## src/rtl/pb_mode_ctrl_if.sv

```systemverilog
// Interface for the push-button mode controller: button input, firmware load path
// and the mode/scale/event outputs toward the assist scaling logic.
interface pb_mode_ctrl_if #(
    parameter int SET_W   = 2,
    parameter int SCALE_W = 3
);
    logic               pb;
    logic               mode_ld;
    logic [SET_W-1:0]   mode_in;
    logic [SET_W-1:0]   setting;
    logic [SCALE_W-1:0] scale;
    logic               short_evt;
    logic               long_evt;

    modport master (
        output pb, mode_ld, mode_in,
        input  setting, scale, short_evt, long_evt
    );

    modport slave (
        input  pb, mode_ld, mode_in,
        output setting, scale, short_evt, long_evt
    );
endinterface

```

## src/rtl/pb_mode_ctrl.sv

```systemverilog
// Push-button mode controller: synchronises and debounces the mode button, turns short
// presses into mode advances and long presses into a return to RESET_MODE.
module pb_mode_ctrl #(
    parameter int                            NUM_MODES      = 4,
    parameter int                            SCALE_W        = 3,
    parameter logic [NUM_MODES*SCALE_W-1:0]  SCALE_TBL      = 12'b111_101_011_000,
    parameter int                            RESET_MODE     = 0,
    parameter bit                            WRAP           = 1'b1,
    parameter int                            SYNC_STAGES    = 2,
    parameter int                            DEBOUNCE_CYC   = 16,
    parameter int                            LONG_PRESS_CYC = 64
) (
    input  logic          clk,
    input  logic          rst,
    pb_mode_ctrl_if.slave bus
);
    localparam int SET_W = ($clog2(NUM_MODES) > 1) ? $clog2(NUM_MODES) : 1;
    localparam int CNT_W = ($clog2(LONG_PRESS_CYC) > 1) ? $clog2(LONG_PRESS_CYC) : 1;

    localparam logic [CNT_W-1:0] DEB_LAST  = CNT_W'(DEBOUNCE_CYC - 1);
    localparam logic [CNT_W-1:0] LONG_LAST = CNT_W'(LONG_PRESS_CYC - 1);
    localparam logic [CNT_W-1:0] CNT_ZERO  = {CNT_W{1'b0}};
    localparam logic [CNT_W-1:0] CNT_ONE   = CNT_W'(1);
    localparam logic [SET_W-1:0] MAX_MODE  = SET_W'(NUM_MODES - 1);
    localparam logic [SET_W-1:0] RST_MODE  = SET_W'(RESET_MODE);

    typedef enum logic [2:0] {
        IDLE      = 3'd0,
        DEB_PRESS = 3'd1,
        PRESSED   = 3'd2,
        LONG_HELD = 3'd3,
        DEB_REL   = 3'd4
    } state_t;

    state_t                 state_q, state_d;
    logic [CNT_W-1:0]       cnt_q, cnt_d;
    logic [SYNC_STAGES-1:0] sync_q, sync_d;
    logic [SET_W-1:0]       setting_q, setting_d;
    logic                   short_pend_q, short_pend_d;
    logic                   short_evt_q, short_evt_d;
    logic                   long_evt_q, long_evt_d;
    logic                   pb_s;

    function automatic logic [SET_W-1:0] advance(input logic [SET_W-1:0] cur);
        logic [SET_W-1:0] nxt;
        if (cur < MAX_MODE) begin
            nxt = cur + SET_W'(1);
        end else if (WRAP) begin
            nxt = {SET_W{1'b0}};
        end else begin
            nxt = cur;
        end
        return nxt;
    endfunction

    assign pb_s   = sync_q[SYNC_STAGES-1];
    assign sync_d = {sync_q[SYNC_STAGES-2:0], bus.pb};

    // Next-state, counter, mode and event logic; load overrides any same-cycle mode action
    always_comb begin
        state_d      = state_q;
        cnt_d        = cnt_q;
        setting_d    = setting_q;
        short_pend_d = short_pend_q;
        short_evt_d  = 1'b0;
        long_evt_d   = 1'b0;
        case (state_q)
            IDLE: begin
                if (pb_s) begin
                    state_d = DEB_PRESS;
                    cnt_d   = CNT_ZERO;
                end else begin
                    cnt_d = CNT_ZERO;
                end
            end
            DEB_PRESS: begin
                if (!pb_s) begin
                    state_d = IDLE;
                    cnt_d   = CNT_ZERO;
                end else if (cnt_q == DEB_LAST) begin
                    state_d = PRESSED;
                    cnt_d   = CNT_ZERO;
                end else begin
                    cnt_d = cnt_q + CNT_ONE;
                end
            end
            PRESSED: begin
                if (cnt_q == LONG_LAST) begin
                    state_d    = LONG_HELD;
                    cnt_d      = CNT_ZERO;
                    setting_d  = RST_MODE;
                    long_evt_d = 1'b1;
                end else if (!pb_s) begin
                    state_d      = DEB_REL;
                    cnt_d        = CNT_ZERO;
                    short_pend_d = 1'b1;
                end else begin
                    cnt_d = cnt_q + CNT_ONE;
                end
            end
            LONG_HELD: begin
                if (!pb_s) begin
                    state_d      = DEB_REL;
                    cnt_d        = CNT_ZERO;
                    short_pend_d = 1'b0;
                end else begin
                    cnt_d = cnt_q;
                end
            end
            DEB_REL: begin
                // A release glitch only restarts the stability count
                if (pb_s) begin
                    cnt_d = CNT_ZERO;
                end else if (cnt_q == DEB_LAST) begin
                    state_d      = IDLE;
                    cnt_d        = CNT_ZERO;
                    short_pend_d = 1'b0;
                    if (short_pend_q) begin
                        setting_d   = advance(setting_q);
                        short_evt_d = 1'b1;
                    end else begin
                        setting_d = setting_q;
                    end
                end else begin
                    cnt_d = cnt_q + CNT_ONE;
                end
            end
            default: begin
                state_d = IDLE;
                cnt_d   = CNT_ZERO;
            end
        endcase
        if (bus.mode_ld) begin
            setting_d = (bus.mode_in > MAX_MODE) ? MAX_MODE : bus.mode_in;
        end else begin
            setting_d = setting_d;
        end
    end

    // State, counter, synchroniser and output registers
    always_ff @(posedge clk) begin
        if (rst) begin
            state_q      <= IDLE;
            cnt_q        <= CNT_ZERO;
            sync_q       <= {SYNC_STAGES{1'b0}};
            setting_q    <= RST_MODE;
            short_pend_q <= 1'b0;
            short_evt_q  <= 1'b0;
            long_evt_q   <= 1'b0;
        end else begin
            state_q      <= state_d;
            cnt_q        <= cnt_d;
            sync_q       <= sync_d;
            setting_q    <= setting_d;
            short_pend_q <= short_pend_d;
            short_evt_q  <= short_evt_d;
            long_evt_q   <= long_evt_d;
        end
    end

    assign bus.setting   = setting_q;
    assign bus.scale     = SCALE_TBL[setting_q*SCALE_W +: SCALE_W];
    assign bus.short_evt = short_evt_q;
    assign bus.long_evt  = long_evt_q;
endmodule
```

## src/flat_wrapper.sv

```systemverilog
// flat-port wrapper written by rule: the top's interface ports become plain ports
module pb_mode_ctrl_flat 
#(
    parameter int                            NUM_MODES      = 4,
    parameter int                            SCALE_W        = 3,
    parameter logic [NUM_MODES*SCALE_W-1:0]  SCALE_TBL      = 12'b111_101_011_000,
    parameter int                            RESET_MODE     = 0,
    parameter bit                            WRAP           = 1'b1,
    parameter int                            SYNC_STAGES    = 2,
    parameter int                            DEBOUNCE_CYC   = 16,
    parameter int                            LONG_PRESS_CYC = 64
)
  (clk, rst, bus_pb, bus_mode_ld, bus_mode_in, bus_setting, bus_scale, bus_short_evt, bus_long_evt);
  pb_mode_ctrl_if #(.SCALE_W(SCALE_W)) bus_i ();
  input  logic clk;
  input  logic rst;
  input wire logic [$bits(bus_i.pb)-1:0] bus_pb;
  input wire logic [$bits(bus_i.mode_ld)-1:0] bus_mode_ld;
  input wire logic [$bits(bus_i.mode_in)-1:0] bus_mode_in;
  output wire logic [$bits(bus_i.setting)-1:0] bus_setting;
  output wire logic [$bits(bus_i.scale)-1:0] bus_scale;
  output wire logic [$bits(bus_i.short_evt)-1:0] bus_short_evt;
  output wire logic [$bits(bus_i.long_evt)-1:0] bus_long_evt;
  assign bus_i.pb = bus_pb;
  assign bus_i.mode_ld = bus_mode_ld;
  assign bus_i.mode_in = bus_mode_in;
  assign bus_setting = bus_i.setting;
  assign bus_scale = bus_i.scale;
  assign bus_short_evt = bus_i.short_evt;
  assign bus_long_evt = bus_i.long_evt;
  pb_mode_ctrl #(.NUM_MODES(NUM_MODES), .SCALE_W(SCALE_W), .SCALE_TBL(SCALE_TBL), .RESET_MODE(RESET_MODE), .WRAP(WRAP), .SYNC_STAGES(SYNC_STAGES), .DEBOUNCE_CYC(DEBOUNCE_CYC), .LONG_PRESS_CYC(LONG_PRESS_CYC)) u_core (.clk(clk), .rst(rst), .bus(bus_i));
endmodule
```

## config.mk

```make
export PLATFORM = sky130hd
export DESIGN_NAME = pb_mode_ctrl_flat
export DESIGN_NICKNAME = d
export VERILOG_FILES = /design/src/rtl/pb_mode_ctrl_if.sv /design/src/rtl/pb_mode_ctrl.sv /design/src/flat_wrapper.sv
export SDC_FILE = /design/constraint.sdc
export NUM_CORES = 1
export LEC_CHECK = 0
export CAP_MARGIN = 5
export CORE_UTILIZATION = 57
export CTS_CLUSTER_DIAMETER = 50
export DETAILED_ROUTE_END_ITERATION = 10
export PLACE_DENSITY = 0.82
export SLEW_MARGIN = 20
export SYNTH_ARGS = -nofsm -noshare
export SYNTH_HDL_FRONTEND = slang
export SYNTH_SLANG_ARGS = --single-unit
```

## constraint.sdc

```tcl
create_clock -name clk -period 3.05 [get_ports clk]
set_input_delay 0.61 -clock clk [delete_from_list [all_inputs] [get_ports clk]]
set_output_delay 0.61 -clock clk [all_outputs]
set_load 0.03 [all_outputs]
```

==> impl_metrics.ini <==
[outcome]
outcome = finished clean

[detailed_routing]
drt_pass1_iterations = 4
via_per_inst = 6.46
wl_per_cell_um = 14.7
drc = 0
drt_iter0_markers = 31
wirelength_um = 2060
vias = 905
route.antenna.remaining_nets = 0

[synthesis]
avgSynthCellArea_um2 = 8.17
synth-warning-count = 0
syn-num-nets = 128
yosys-top-cells-count = 16 x dfxtp_1, 11 x nand2_1, 8 x clkbuf_1
synthXorXnorAreaFrac = 0.00901
ys_top_cells_by_area = dfxtp_1 33%, nand2_1 4.2%, ha_1 3.9%, nor3b_1 3.9%, a21oi_1 3.6%
yosys.area_share.simple = 0.319
synth_top_area_cell = dfxtp_1
synth_compound_area_frac = 0.233
synthCells = 119
synth-seq-cells = 16
synthAdderAreaFrac = 0.0386
synthMostInstantiatedCell = dfxtp_1
synth_top_cell_area_share = 0.329
synth_edf_count = 0
yosysSeqAreaShare = 0.329
synth.mux.area_fraction = 0
synth.distinct_cells = 40
syn_area_um2 = 972
synth_ff_type = dfxtp_1
async_reset_ff_frac = 0
synth_top_family_by_area = simple AND/OR/NAND/NOR gates

[clocking]
cts-root-buf = clkbuf_4
clock_path_buffers = 2
cts_tree = built
cts_sinks = 16
insertion_delay_ps = 290
cts_hold_buffers = 0
path_clk_slew_ps = 100
post_cts_buffers = 0
cts_buffers = 3
htreeDepth = 1
cts_resized = 0

[worst_setup_path]
worst_path_most_repeated_cell = inv_1
critical_path_class = reg -> out
path_cells = inv_1, ha_1, inv_1, clkdlybuf4s50_1
crit_fanout = 5
critPathCaptureType = output pin
reg2reg_depth = 4
crit_required_ps = 2440
cp-start-kind = flop
crit_arrival_ps = 1700
max_stage_delay_ps = 660
cp_slowest_cell = clkdlybuf4s50_1

[place]
gp_congestion = 0.881
pre_cts_ws_ps = 1030
dpl.cell_count = 136
dp_hpwl_um = 1430
portBuffers = 12

[sta]
maxSlewHeadroom = 0.620
timing.hold.ws_ps = 450
slew_viol_final = 0
setup_ws_ps = 740
setup_violations = 0
skew_ps = 6.63
fmax_ghz = 0.433
fin_crit_sh = 0.758
tns_ps = 0
fin_crit_ps = 2310
rsz0062_at_grt = false
tightest_slew_ps = 568
hold_violations = 0

[global_route]
grt_max_degree = 18
grt_pass1_vias = 753
grtUsageTotal = 0.240
grt_pass1_wl_um = 3400
overflow = 0
antenna_found_initial = 0

[layout]
final_cell_count_no_fill = 140
final_layout_size_suffix_gt1_frac = 0.0726
antenna_cells = 0
layout.nets = 134
syn_to_final_growth_pct = 13.0

[job]
cap_violations = 0

[floorplan]
die_area_um2 = 1870
die_y_um = 43.3
num_io_pins = 13
start_util = 0.631
std_cell_rows = 14
die_w_um = 43.3
core_um2 = 1540

[pwr]
max-vdd-ir-drop_mv = 0.292
p_leak_nw = 0.381
power.density_nw_per_um2 = 388

[worst_hold_path]
hold_path.class = reg -> reg
hold_depth = 1
## layer usage
metal,part of all wire,GRT usage,vias up
li1,-,-,457
met5,0,0,-
met4,0.0087,0.0909,0
met2,0.48,0.358,26
met3,0.039,0.0511,4
met1,0.47,0.338,418
## worst paths after layout
check	startpoint	end	slack, ps
max	u_core.bus.setting[0]$_SDFFE_PP0P_	bus_scale[0]	740
min	u_core.sync_q[0]$_SDFF_PP0_	u_core.sync_q[1]$_SDFF_PP0_	450
max reg2reg	u_core.state_q[2]$_SDFFE_PP0P_	u_core.bus.setting[1]$_SDFFE_PP0P_	990
min reg2reg	u_core.sync_q[0]$_SDFF_PP0_	u_core.sync_q[1]$_SDFF_PP0_	450
## critical path: cells and delay by family, from the launching register on
family	cells	cell delay, ps
DFF	1	410
adders and majority gates	1	200
buffers and inverters	3	800
## report_power, final
part / switching, mW / total (mW) / leakage [nW] / internal [mW]
Sequential: 0.00940 / 0.224 / 0.130 / 0.214
Combinational: 0.0310 / 0.0604 / 0.230 / 0.0294
Clock: 0.0692 / 0.142 / 0.0210 / 0.0727
Total: 0.110 / 0.426 / 0.381 / 0.317
## kinds of logic after synthesis
kind of cell | count (synthesis)
xor+xnor | 1
compound gates | 32
buf+inv | 16
fa+ha+maj | 3
simple gates | 51
flops | 16
## registers in the layout (all words and copies together) (netlist names)
name,count
u_core.bus.setting,2
u_core.sync_q,2
u_core.short_pend_q,1
u_core.state_q,3
u_core.bus.long_evt,1
u_core.cnt_q,6
u_core.bus.short_evt,1
## metrics by stage
stage               cell area, µm²  power, mW   util
floorplan                      972      0.269      -
global placement              1060      0.287  0.689
detailed placement            1060      0.289  0.689
CTS                           1100      0.429  0.713
global route                  1100      0.447  0.713
finish                        1100      0.426  0.713
## placed cells by master (no fill, tap or decap), types with 2 or more instances in the layout
cell type and count:
a211oi_1 4, a21oi_1 7, a311oi_1 4, a31oi_1 2, and2_1 2, and4b_1 2, clkbuf_4 3, clkdlybuf4s50_1 12
dfxtp_1 16, ha_1 3, inv_1 5, nand2_1 11, nand2b_1 3, nand3_1 2, nor2_1 7, nor2b_1 4
nor3_1 3, nor3b_1 5, nor4_1 2, o21a_1 2, o21ai_0 2, o22ai_1 4, or4b_4 2
## final cells by class
| type | count | area (µm²) |
|---|---|---|
| inverter | 5 | 18.8 |
| tap | 16 | 20.0 |
| timing repair buffer | 12 | 120 |
| fill | 130 | 443 |
| clock buffer | 4 | 36.3 |
| multi-input combinational | 87 | 583 |
| sequential | 16 | 320 |
Power figures use the tool's default switching activity.
